### config.mk
export PLATFORM = sky130hd
export DESIGN_NAME = vout_line_gen
export DESIGN_NICKNAME = d
export VERILOG_FILES = /design/src/rtl/vout_pkg.sv /design/src/rtl/vout_level_map.sv /design/src/rtl/vout_line_gen.sv
export SDC_FILE = /design/constraint.sdc
export NUM_CORES = 1
export LEC_CHECK = 0
export CAP_MARGIN = 0
export CORE_MARGIN = 2
export CORE_UTILIZATION = 55
export DETAILED_ROUTE_END_ITERATION = 10
export PLACE_DENSITY = 0.8
export SYNTH_ARGS = -nofsm -noshare
export SYNTH_HDL_FRONTEND = slang
export SYNTH_HIERARCHICAL = 1
export SYNTH_SLANG_ARGS = --single-unit
### constraint.sdc
create_clock -name clk -period 2.7 [get_ports clk]
set_input_delay 0.54 -clock clk [delete_from_list [all_inputs] [get_ports clk]]
set_output_delay 0.54 -clock clk [all_outputs]
set_load 0.005 [all_outputs]
### src/rtl/vout_pkg.sv
// rtl/vout_pkg.sv - shared state encoding and DAC levels for the video-out line generator
package vout_pkg;

  typedef enum logic [1:0] {SYNC, PORCH, PAYLOAD, BLANK} vout_state_t;

  localparam logic [7:0] LEVEL_SYNC  = 8'h00;
  localparam logic [7:0] LEVEL_BLANK = 8'h20;
  localparam logic [7:0] LEVEL_BASE  = 8'h40;
  localparam logic [7:0] LEVEL_STEP  = 8'd12;

  localparam int FIFO_USED_W = 11;

  function automatic int max3(input int a, input int b, input int c);
    int m;
    m = (a > b) ? a : b;
    return (m > c) ? m : c;
  endfunction

endpackage

### src/rtl/vout_level_map.sv
// rtl/vout_level_map.sv - maps a 4-bit tape symbol to its 8-bit DAC level
module vout_level_map
  import vout_pkg::*;
(
  input  logic [3:0] symbol,
  output logic [7:0] level
);

  // Max is 0x40 + 12*15 = 0xF4, so the 8-bit sum never wraps.
  assign level = LEVEL_BASE + LEVEL_STEP * {4'h0, symbol};

endmodule

### src/rtl/vout_line_gen.sv
// rtl/vout_line_gen.sv - sync/porch/payload line sequencer draining the video-out FIFO
module vout_line_gen
  import vout_pkg::*;
#(
  parameter int SYMBOLS_PER_LINE   = 256,
  parameter int SAMPLES_PER_SYMBOL = 4,
  parameter int SYNC_LEN           = 64,
  parameter int PORCH_LEN          = 32
) (
  input  logic                   clk,
  input  logic                   rst,
  output logic                   fifo_rd_clock,
  output logic                   fifo_rd_request,
  input  logic [3:0]             fifo_rd_data,
  input  logic [FIFO_USED_W-1:0] fifo_rd_used_words,
  output logic [7:0]             dac_data,
  output logic                   dac_sync,
  output logic                   line_active,
  output logic [15:0]            underrun_count
);

  localparam int PAY_LEN = SYMBOLS_PER_LINE * SAMPLES_PER_SYMBOL;
  localparam int MAX_LEN = max3(SYNC_LEN, PORCH_LEN, PAY_LEN);
  localparam int PH_W    = $clog2(MAX_LEN);
  localparam int SAMP_W  = $clog2(SAMPLES_PER_SYMBOL);
  localparam int SYM_W   = $clog2(SYMBOLS_PER_LINE + 1);

  localparam logic [PH_W-1:0]        SYNC_LAST  = PH_W'(SYNC_LEN - 1);
  localparam logic [PH_W-1:0]        PORCH_LAST = PH_W'(PORCH_LEN - 1);
  localparam logic [PH_W-1:0]        PAY_LAST   = PH_W'(PAY_LEN - 1);
  localparam logic [SAMP_W-1:0]      SAMP_LAST  = SAMP_W'(SAMPLES_PER_SYMBOL - 1);
  localparam logic [SYM_W-1:0]       SYM_LAST   = SYM_W'(SYMBOLS_PER_LINE - 1);
  localparam logic [FIFO_USED_W-1:0] FILL_NEED  = FIFO_USED_W'(SYMBOLS_PER_LINE);

  vout_state_t       state, state_n;
  logic [PH_W-1:0]   phase, phase_n;
  logic [SAMP_W-1:0] samp, samp_n;
  logic [SYM_W-1:0]  sym, sym_n;
  logic [3:0]        sym_reg;
  logic [3:0]        cur_sym;
  logic [7:0]        sym_level;
  logic              line_ok;
  logic              decide_n;
  logic              used_ok;
  logic              rd_req_n;
  logic [15:0]       ur_cnt;

  assign fifo_rd_clock  = clk;
  assign underrun_count = ur_cnt;

  // On a symbol's first sample the word is still on the FIFO q; later samples use the held copy.
  assign cur_sym = (samp == '0) ? fifo_rd_data : sym_reg;

  vout_level_map u_level_map (
    .symbol (cur_sym),
    .level  (sym_level)
  );

  always_comb begin
    state_n = state;
    phase_n = phase + 1'b1;
    samp_n  = samp;
    sym_n   = sym;
    case (state)
      SYNC: begin
        if (phase == SYNC_LAST) begin
          state_n = PORCH;
          phase_n = '0;
        end
      end
      PORCH: begin
        if (phase == PORCH_LAST) begin
          state_n = line_ok ? PAYLOAD : BLANK;
          phase_n = '0;
          samp_n  = '0;
          sym_n   = '0;
        end
      end
      PAYLOAD: begin
        if (samp == SAMP_LAST) begin
          samp_n = '0;
          sym_n  = sym + 1'b1;
        end else begin
          samp_n = samp + 1'b1;
        end
        if (phase == PAY_LAST) begin
          state_n = SYNC;
          phase_n = '0;
        end
      end
      BLANK: begin
        if (phase == PAY_LAST) begin
          state_n = SYNC;
          phase_n = '0;
        end
      end
      default: begin
        state_n = SYNC;
        phase_n = '0;
      end
    endcase

    // Fill level is sampled on the edge entering the decision clock, so the strobe can be registered.
    decide_n = (state_n == PORCH) && (phase_n == PORCH_LAST);
    used_ok  = (fifo_rd_used_words >= FILL_NEED);
    rd_req_n = (decide_n && used_ok) ||
               ((state_n == PAYLOAD) && (samp_n == SAMP_LAST) && (sym_n != SYM_LAST));
  end

  always_ff @(posedge clk) begin
    if (!rst) begin
      state           <= SYNC;
      phase           <= '0;
      samp            <= '0;
      sym             <= '0;
      sym_reg         <= '0;
      line_ok         <= 1'b0;
      fifo_rd_request <= 1'b0;
      dac_data        <= LEVEL_SYNC;
      dac_sync        <= 1'b0;
      line_active     <= 1'b0;
      ur_cnt          <= '0;
    end else begin
      state           <= state_n;
      phase           <= phase_n;
      samp            <= samp_n;
      sym             <= sym_n;
      fifo_rd_request <= rd_req_n;
      if (decide_n) begin
        line_ok <= used_ok;
      end
      if ((state == PORCH) && (phase == PORCH_LAST) && !line_ok && (ur_cnt != 16'hFFFF)) begin
        ur_cnt <= ur_cnt + 16'd1;
      end
      if ((state == PAYLOAD) && (samp == '0)) begin
        sym_reg <= fifo_rd_data;
      end
      case (state)
        SYNC:    dac_data <= LEVEL_SYNC;
        PAYLOAD: dac_data <= sym_level;
        default: dac_data <= LEVEL_BLANK;
      endcase
      dac_sync    <= (state == SYNC);
      line_active <= (state == PAYLOAD);
    end
  end

endmodule

## Word-level counts from Yosys, hierarchy flattened

Index checks and enable logic that the tools add are counted.
W data, S select, Z words.

- Equal/unequal tests: 13
- Multiply operators: 1
- Mux-type cells: 17
- $lt $le $gt $ge: 1
- $add $sub $neg: 5
- Reductions and logical operators: 13

Operators by type and width:

| operator | count |
|---|---|
| $mux W10 | 3 |
| $pmux W10 S3 | 1 |
| $eq A10 B5 Y1 const B | 2 |
| $mux W9 | 2 |
| $pmux W9 S2 | 1 |
| $add A16 B1 Y16 const B | 1 |
| $ne A16 B16 Y1 const B | 1 |
| $pmux W8 S2 | 1 |
| $ge A11 B9 Y1 const B | 1 |
| $add A10 B1 Y10 const B | 1 |
| $eq A10 B10 Y1 const B | 1 |
| $eq A10 B6 Y1 const B | 1 |
| $eq A2 B2 Y1 const B | 5 |
| $mux W2 | 5 |
| $add A9 B1 Y9 const B | 1 |
| $ne A9 B8 Y1 const B | 1 |
| $add A7 B8 Y8 const A | 1 |
| $logic_and A1 B1 Y1 | 8 |
| $mul A2 B4 Y6 const A | 1 |
| $pmux W2 S3 | 1 |
| $eq A2 B1 Y1 const B | 2 |
| $logic_not A2 Y1 | 2 |
| $mux W4 | 1 |
| $pmux W2 S2 | 1 |
| 5 further kinds | 5 |

- Input bits: 17
- Register bits after elaboration: 55

## Longest topological paths before layout

Gate-level depths: netlist of the first run.

- Depth in word-level cells: 7
- Mapped depth: 11
- Depth with buffers taken out: 10

## Cells and area by module

Netlist of the first run, hierarchy kept.

Modules (own cells, without submodules):

| module | area an instance (µm²) | times used | sequential area each (µm²) | cells an instance |
|---|---|---|---|---|
| vout_line_gen | 2969.1 | 1 | 1101.1 | 348 |
| vout_level_map | 176.4 | 1 | 0.0 | 20 |

==> results.md, run 1 <==
* Overflow after GRT at 0
* Fin nets at roughly 430
* Setup-failing EPs final at 0
* Via count of the first global-routing pass at between 2000 and 3000
* CP dominant cell by count: clkbuf_8
* Status: complete, no violations
* 1st-iter DRT viols at between 150 and 200
* Worst-case reg-to-reg path depth at 7
* First-pass GRT wire length at roughly 12000 um
* Final Hold Fails at 0
* Row cnt at 27
* Hold_ws at 0.472 ns
* Number of fill cells in the layout at 467
* CP endpoint kind: primary output
* Async SR Flop Fraction at 0%
* Critical path required time at between 2 and 2.5 ns
* Die Wd at ~80 um
* Area growth, synth to finish at 18.1%
* IO buf count at 36
* Effective utilization at floorplan at 57.1%
* RSZ-0062 raised after global routing: false
* Die area at roughly 6300 sq um
* Vias per cell at 5.88
* # DRC at 0
* Cell Count, Final, Fillers Out at 473
* Slew HR at about 64%
* TNS Setup at 0 ns
* Clk_skew at 0.00816 ns
* Worst hold path class: reg2reg
* EDFF count, synth at 0
* Worst vdd ir at 0.514 mV
* Core Region at 5510 sq um
* Tightest Pin Transition at roughly 0.53 ns
* Hold buffer count at CTS at 0
* Placed Cells at roughly 460
* Synth Register Bits at 55
* Worst-path clk slew at roughly 0.1 ns
* Initial antenna violation count at 0
* Detail Placement HPWL at 4770 um
* Hold Path Cell Cnt at 2
* Startpoint Class: clock port
* Fraction of layout cells with a size suffix above 1 at about a tenth
* Worst path max stage delay at 0.43 ns
* Per-cell routed wire length at 14.5 um
* WP data arrival at about 2.0 ns
* Kind of critical path: clk2out
* Tot GR Track Use at 23.1%
* Critical path, cell by cell: clkbuf_8, clkbuf_8, clkdlybuf4s50_1
* Vert. Die Dim at between 70 and 80 um
* Maximum fanout along the worst path at 2
* Top-Level Pins at 45
* Antenna cell count at 0
* Cells after synthesis at about 370
* Synth Area per Inst at about 8.5 sq um
* Leakage at 1.37 nW
* Max FFs per register at 16
* Sequential fraction of the synthesis area at 35.0%
* DRT Wirelength at 6850 um
* TritonRoute pass-1 iters at 4
* CTS tree: yes
* Final Slew Violations at 0
* Main synth FF type: dfxtp_1
* Post-DRT Antenna Nets at 0
* Clock Latency Late Sink at 0.42 ns
* YS warnings at 6
* DR vias at 2783
* Pwr per Cell Area at 426 nW/um^2
* Largest net degree at the start of global routing at 51
* Mapped Area at ~3100 sq um
* MaxCap Viol Count at 0
* Gpl congestion at 0.829
* Worst path slowest cell: clkdlybuf4s50_1
* Synth unique cells at 63
==> Yosys cell counts (9+ instances only) <==
cell type	count	share of area [%]
and3_1	11	2.2
a21oi_1	9	1.4
ha_1	13	5.2
nor2_1	17	2.0
nand3_1	17	2.7
xnor2_1	11	3.1
and2_1	15	3.0
xor2_1	10	2.8
nand2_1	30	3.6
nand4_1	14	2.8
clkbuf_1	18	2.1
dfxtp_1	55	35
o21ai_0	15	2.4
inv_1	17	2.0
nor2b_1	11	2.2
==> where the power goes <==
group,total (mW),switching [mW],internal (mW)
logic,0.0755,0.0360,0.0395
registers,0.820,0.00457,0.815
clock network,0.688,0.297,0.391
total,1.58,0.338,1.25
==> final timing paths <==
path               from           endpoint  slack, ns
max                 clk      fifo_rd_clock       0.15
min reg2reg  sym_reg[2]         sym_reg[2]       0.47
min          sym_reg[2]         sym_reg[2]       0.47
max reg2reg    state[1]  underrun_count[9]       0.20
==> cell type report <==
class / instances / area, sq um / share of cell area (%)
well taps: 72 / 90.1 / 2.43
flip-flops and latches: 55 / 1100 / 29.6
clock inverters: 2 / 37.5 / 1.01
repair buffers: 46 / 433 / 11.7
inverters: 17 / 63.8 / 1.72
multi-input cells: 272 / 1870 / 50.3
clock buffers: 9 / 120 / 3.23
==> cell families (layout without fill, tap and decap cells) <==
family,Yosys count,after routing,synth area share (%)
AND/OR/NAND/NOR,154,154,27.1
flip-flops,55,55,35.0
AO/OA/AOI/OAI,72,72,16.8
adder cells (fa/ha/maj),14,14,5.81
multiplexers,8,8,2.70
XOR/XNOR,22,22,6.56
buffers and inverters,42,74,5.85
other,1,2,0.119
==> timing repair <==
action                     CTS  global route
setup endpoints to repair    0             1
buffers inserted             0             2
gates resized for setup      0             1
==> layout by cell type (no fill, tap or decap), types with 3 or more instances in the layout <==
cell type / instances
a21boi_0: 8
a21oi_1: 9
a22oi_1: 5
a31oi_1: 3
and2_1: 15
and3_1: 11
and4_1: 4
buf_4: 11
clkbuf_8: 8
clkdlybuf4s50_1: 36
dfxtp_1: 55
ha_1: 13
inv_1: 17
mux2_2: 4
mux2i_1: 4
nand2_1: 30
nand2b_1: 7
nand3_1: 17
nand4_1: 14
nor2_1: 17
nor2b_1: 11
nor3_1: 8
nor4_1: 6
o211ai_1: 3
o21a_1: 3
o21ai_0: 15
o31ai_1: 3
xnor2_1: 11
xor2_1: 10
==> through the flow <==
stage / utilization (%) / instance area [sq um] / worst slack [ns] / power [mW]
floorplan: - / 3150 / 0.358 / 0.914
detailed placement: 64.4 / 3550 / 0.216 / 0.945
global route: 67.5 / 3710 / 0.101 / 1.64
CTS: 67.1 / 3690 / 0.138 / 1.60
global placement: 64.4 / 3550 / 0.274 / 0.942
finish: 67.5 / 3710 / 0.151 / 1.58
==> worst max-delay path: cells and delay by family <==
family / cells / cell delay (ns)
buf+inv: 3 / 0.66
==> routing by layer <==
layer	wire (um)	track usage (%)	vias up
met5	0	0	-
met4	151	11.7	0
met3	333	4.64	17
met2	3300	38.7	73
met1	3060	28.2	1315
li1	-	-	1378
(Power assumes the default switching activity.)
==> run 2: changes to the inputs <==
CORE_UTILIZATION = 45   (was 55)
PLACE_DENSITY = 0.68   (was 0.8)
==> run 2 against run 1 <==
Effect of this change: clock power rose by 4.1%; critical path type is now reg2reg; worst setup slack got worse by 0.030 ns; critical endpoint is now underrun_count[9]; wire length decreased by 3.1%; total power grew 1.7%; critical path depth up 4; hold slack gained 0.0032 ns; sequential share of layout area is 0.17 points lower; cell area increased by 0.57%; clock skew rose by 0.0074 ns.
==> results.md, run 2 (synthesis gave the netlist of run 1 again) <==
* TNS Setup at 0 ns (unchanged)
* Tightest Pin Transition at 0.467 ns (-0.0607 ns)
* Per-cell routed wire length at 13.4 um (-7.6%)
* Minimum clock period at 2.58 ns
* CTS tree: yes
* Worst vdd ir at 0.306 mV (-41%)
* Most used routing layer in global routing: met2
* M3 GR Usage at 4.52% (-0.11 points)
* Sw frac at 22.1% (+0.80 points)
* Critical path required time at 3.05 ns (+0.89 ns)
* Power Total at 1.61 mW (+1.7%)
* Gpl congestion at 0.797 (-3.8%)
* Effective utilization at floorplan at 46.3% (-11 points)
* MaxCap Viol Count at 0 (unchanged)
* Die Wd at 87.6 um (+10%)
* Antenna cell count at 0 (unchanged)
* Commonest cells after routing, fill and taps aside: 55 x dfxtp_1, 36 x clkdlybuf4s50_1, 30 x nand2_1
* Switching Power at 356 uW (+5.5%)
* # DRC at 0 (unchanged)
* Seq pwr share at 50.9% (-0.9 points)
* Overflow after GRT at 0 (unchanged)
* Kind of critical path: reg2reg
* Final Slew Violations at 0 (unchanged)
* Number of fill cells in the layout at 624 (+34%)
* Period utilisation layout at 95.5%
* Startpoint Class: flop
* Pwr per Cell Area at 431 nW/um^2 (+1.1%)
* Initial antenna violation count at 0 (unchanged)
* Power share of the clock group at 44.5% (+1.1 points)
* Fin nets at 430 (-0.46%)
* Clk_skew at 0.0155 ns (+0.00736 ns)
* P_int at 1.25 mW (+0.68%)
* Via count of the first global-routing pass at 2547 (-2.4%)
* WP data arrival at 2.93 ns (+0.92 ns)
* Clock Latency Late Sink at 0.42 ns (about the same)
* Vert. Die Dim at 87.6 um (+10%)
* Max FFs per register at 16 (unchanged)
* Final Hold Fails at 0 (unchanged)
* Tot GR Track Use at 18.5% (-4.7 points)
* Area growth, synth to finish at 18.8%
* Met2 usage at 28.4% (-10 points)
* Final worst-path setup slack at 0.120 ns (-0.0304 ns)
* Core Region at 6790 sq um (+23%)
* Largest net degree at the start of global routing at 51 (unchanged)
* Status: complete, no violations
* Post-DRT Antenna Nets at 0 (unchanged)
* 1st-iter DRT viols at 172 (-11%)
* Detail Placement HPWL at 4620 um (-3.0%)
* RSZ-0062 raised after global routing: false
* CP endpoint kind: flop
* Worst hold path class: reg2reg
* Combinational share of power at 4.6% (-0.2 points)
* Commonest non-fill, non-tap cell in the layout: dfxtp_1
* Row cnt at 30 (+11%)
* Vias per cell at 5.43 (-7.7%)
* DRT Wirelength at 6640 um (-3.1%)
* Sequential Area at 1100 sq um (unchanged)
* Fraction of layout cells with a size suffix above 1 at 9.25% (-0.23 points)
* TritonRoute pass-1 iters at 5 (+1)
* First-pass GRT wire length at 11300 um (-1.6%)
* Met1 usage at 25.2% (-3.0 points)
* Leakage at 1.36 nW (-0.49%)
* Footprint of the multi-input gates at 1870 sq um (-0.13%)
* Fmax at 0.388 GHz
* Die area at 7670 sq um (+21%)
* Setup WS pre-CTS at 0.136 ns (-0.0801 ns)
* Worst-path clk slew at 0.11 ns (about the same)
* Top-Level Pins at 45 (unchanged)
* Maximum fanout along the worst path at 7 (+5)
* Slew HR at 68.1% (+4.2 points)
* Hold buffer count at CTS at 0 (unchanged)
* Setup-failing EPs final at 0 (unchanged)
* DR vias at 2694 (-3.2%)
* IO buf count at 36 (unchanged)
-- run 2: changes by cell type in the layout (fill, tap and decap cells not counted), sizes merged --
cell	change
buf	-2
inv	+1
-- run 2: routing by layer --
layer  vias to the layer above  share of wire (%)
li1                       1366                  -
met1                      1261                 49
met2                        59                 45
met3                         8                4.7
met4                         0               0.92
met5                         -                  0
-- run 2: worst paths after layout --
path                                  from  slack (ns)                 to  cells past startpoint
worst max-delay path              state[1]        0.12  underrun_count[9]                      7
worst min-delay path            sym_reg[2]        0.48         sym_reg[2]                      2
worst max register to register    state[1]        0.12  underrun_count[9]                      7
worst min register to register  sym_reg[2]        0.48         sym_reg[2]                      2
-- run 2: layout make-up --
class	count	share of cell area, %
Clock buffer	9	3.22
Clock inverter	3	1.24
Inverter	17	1.71
Multi-Input combinational cell	272	50.0
Sequential cell	55	29.5
Tap cell	96	3.22
Timing Repair Buffer	44	11.2
-- run 2: power by group through the flow --
stage                     Sequential [mW]  Combinational (mW)  Clock, mW
after global routing                0.821              0.0834      0.777
after CTS                           0.820              0.0749      0.735
after global placement              0.838              0.0730     0.0312
final                               0.820              0.0744      0.716
after floorplan                     0.838              0.0526     0.0240
after detailed placement            0.839              0.0742     0.0312
-- run 2: metrics by stage --
step / instances / hold WS, ns / area (sq um) / util, %
2_1_floorplan: 369 / 0.441 / 3150 / -
3_3_place_gp: 485 / 0.449 / 3580 / 52.7
3_5_place_dp: 485 / 0.464 / 3580 / 52.7
4_1_cts: 496 / 0.481 / 3730 / 55.0
5_1_grt: 496 / 0.511 / 3740 / 55.0
6_report: 496 / 0.475 / 3740 / 55.0
-- run 2: timing repair --
item	CTS	global route
gates resized for setup	0	1
setup endpoints to repair	0	3
setup buffers	0	0
-- run 2: worst max-delay path, cell delays in order, from the launching register on --
cell      delay, ns
dfxtp_1        0.38
inv_1          0.12
ha_2           0.24
or3b_2         0.48
or3_4          0.39
a311o_1        0.44
or3_1          0.35
a21boi_1       0.14
==> run 3: changes to the inputs <==
GPL_TIMING_DRIVEN = 1   (was default)
==> results of run 3 <==
Same layout as run 2: the final DEF is identical, and so are final timing and power.
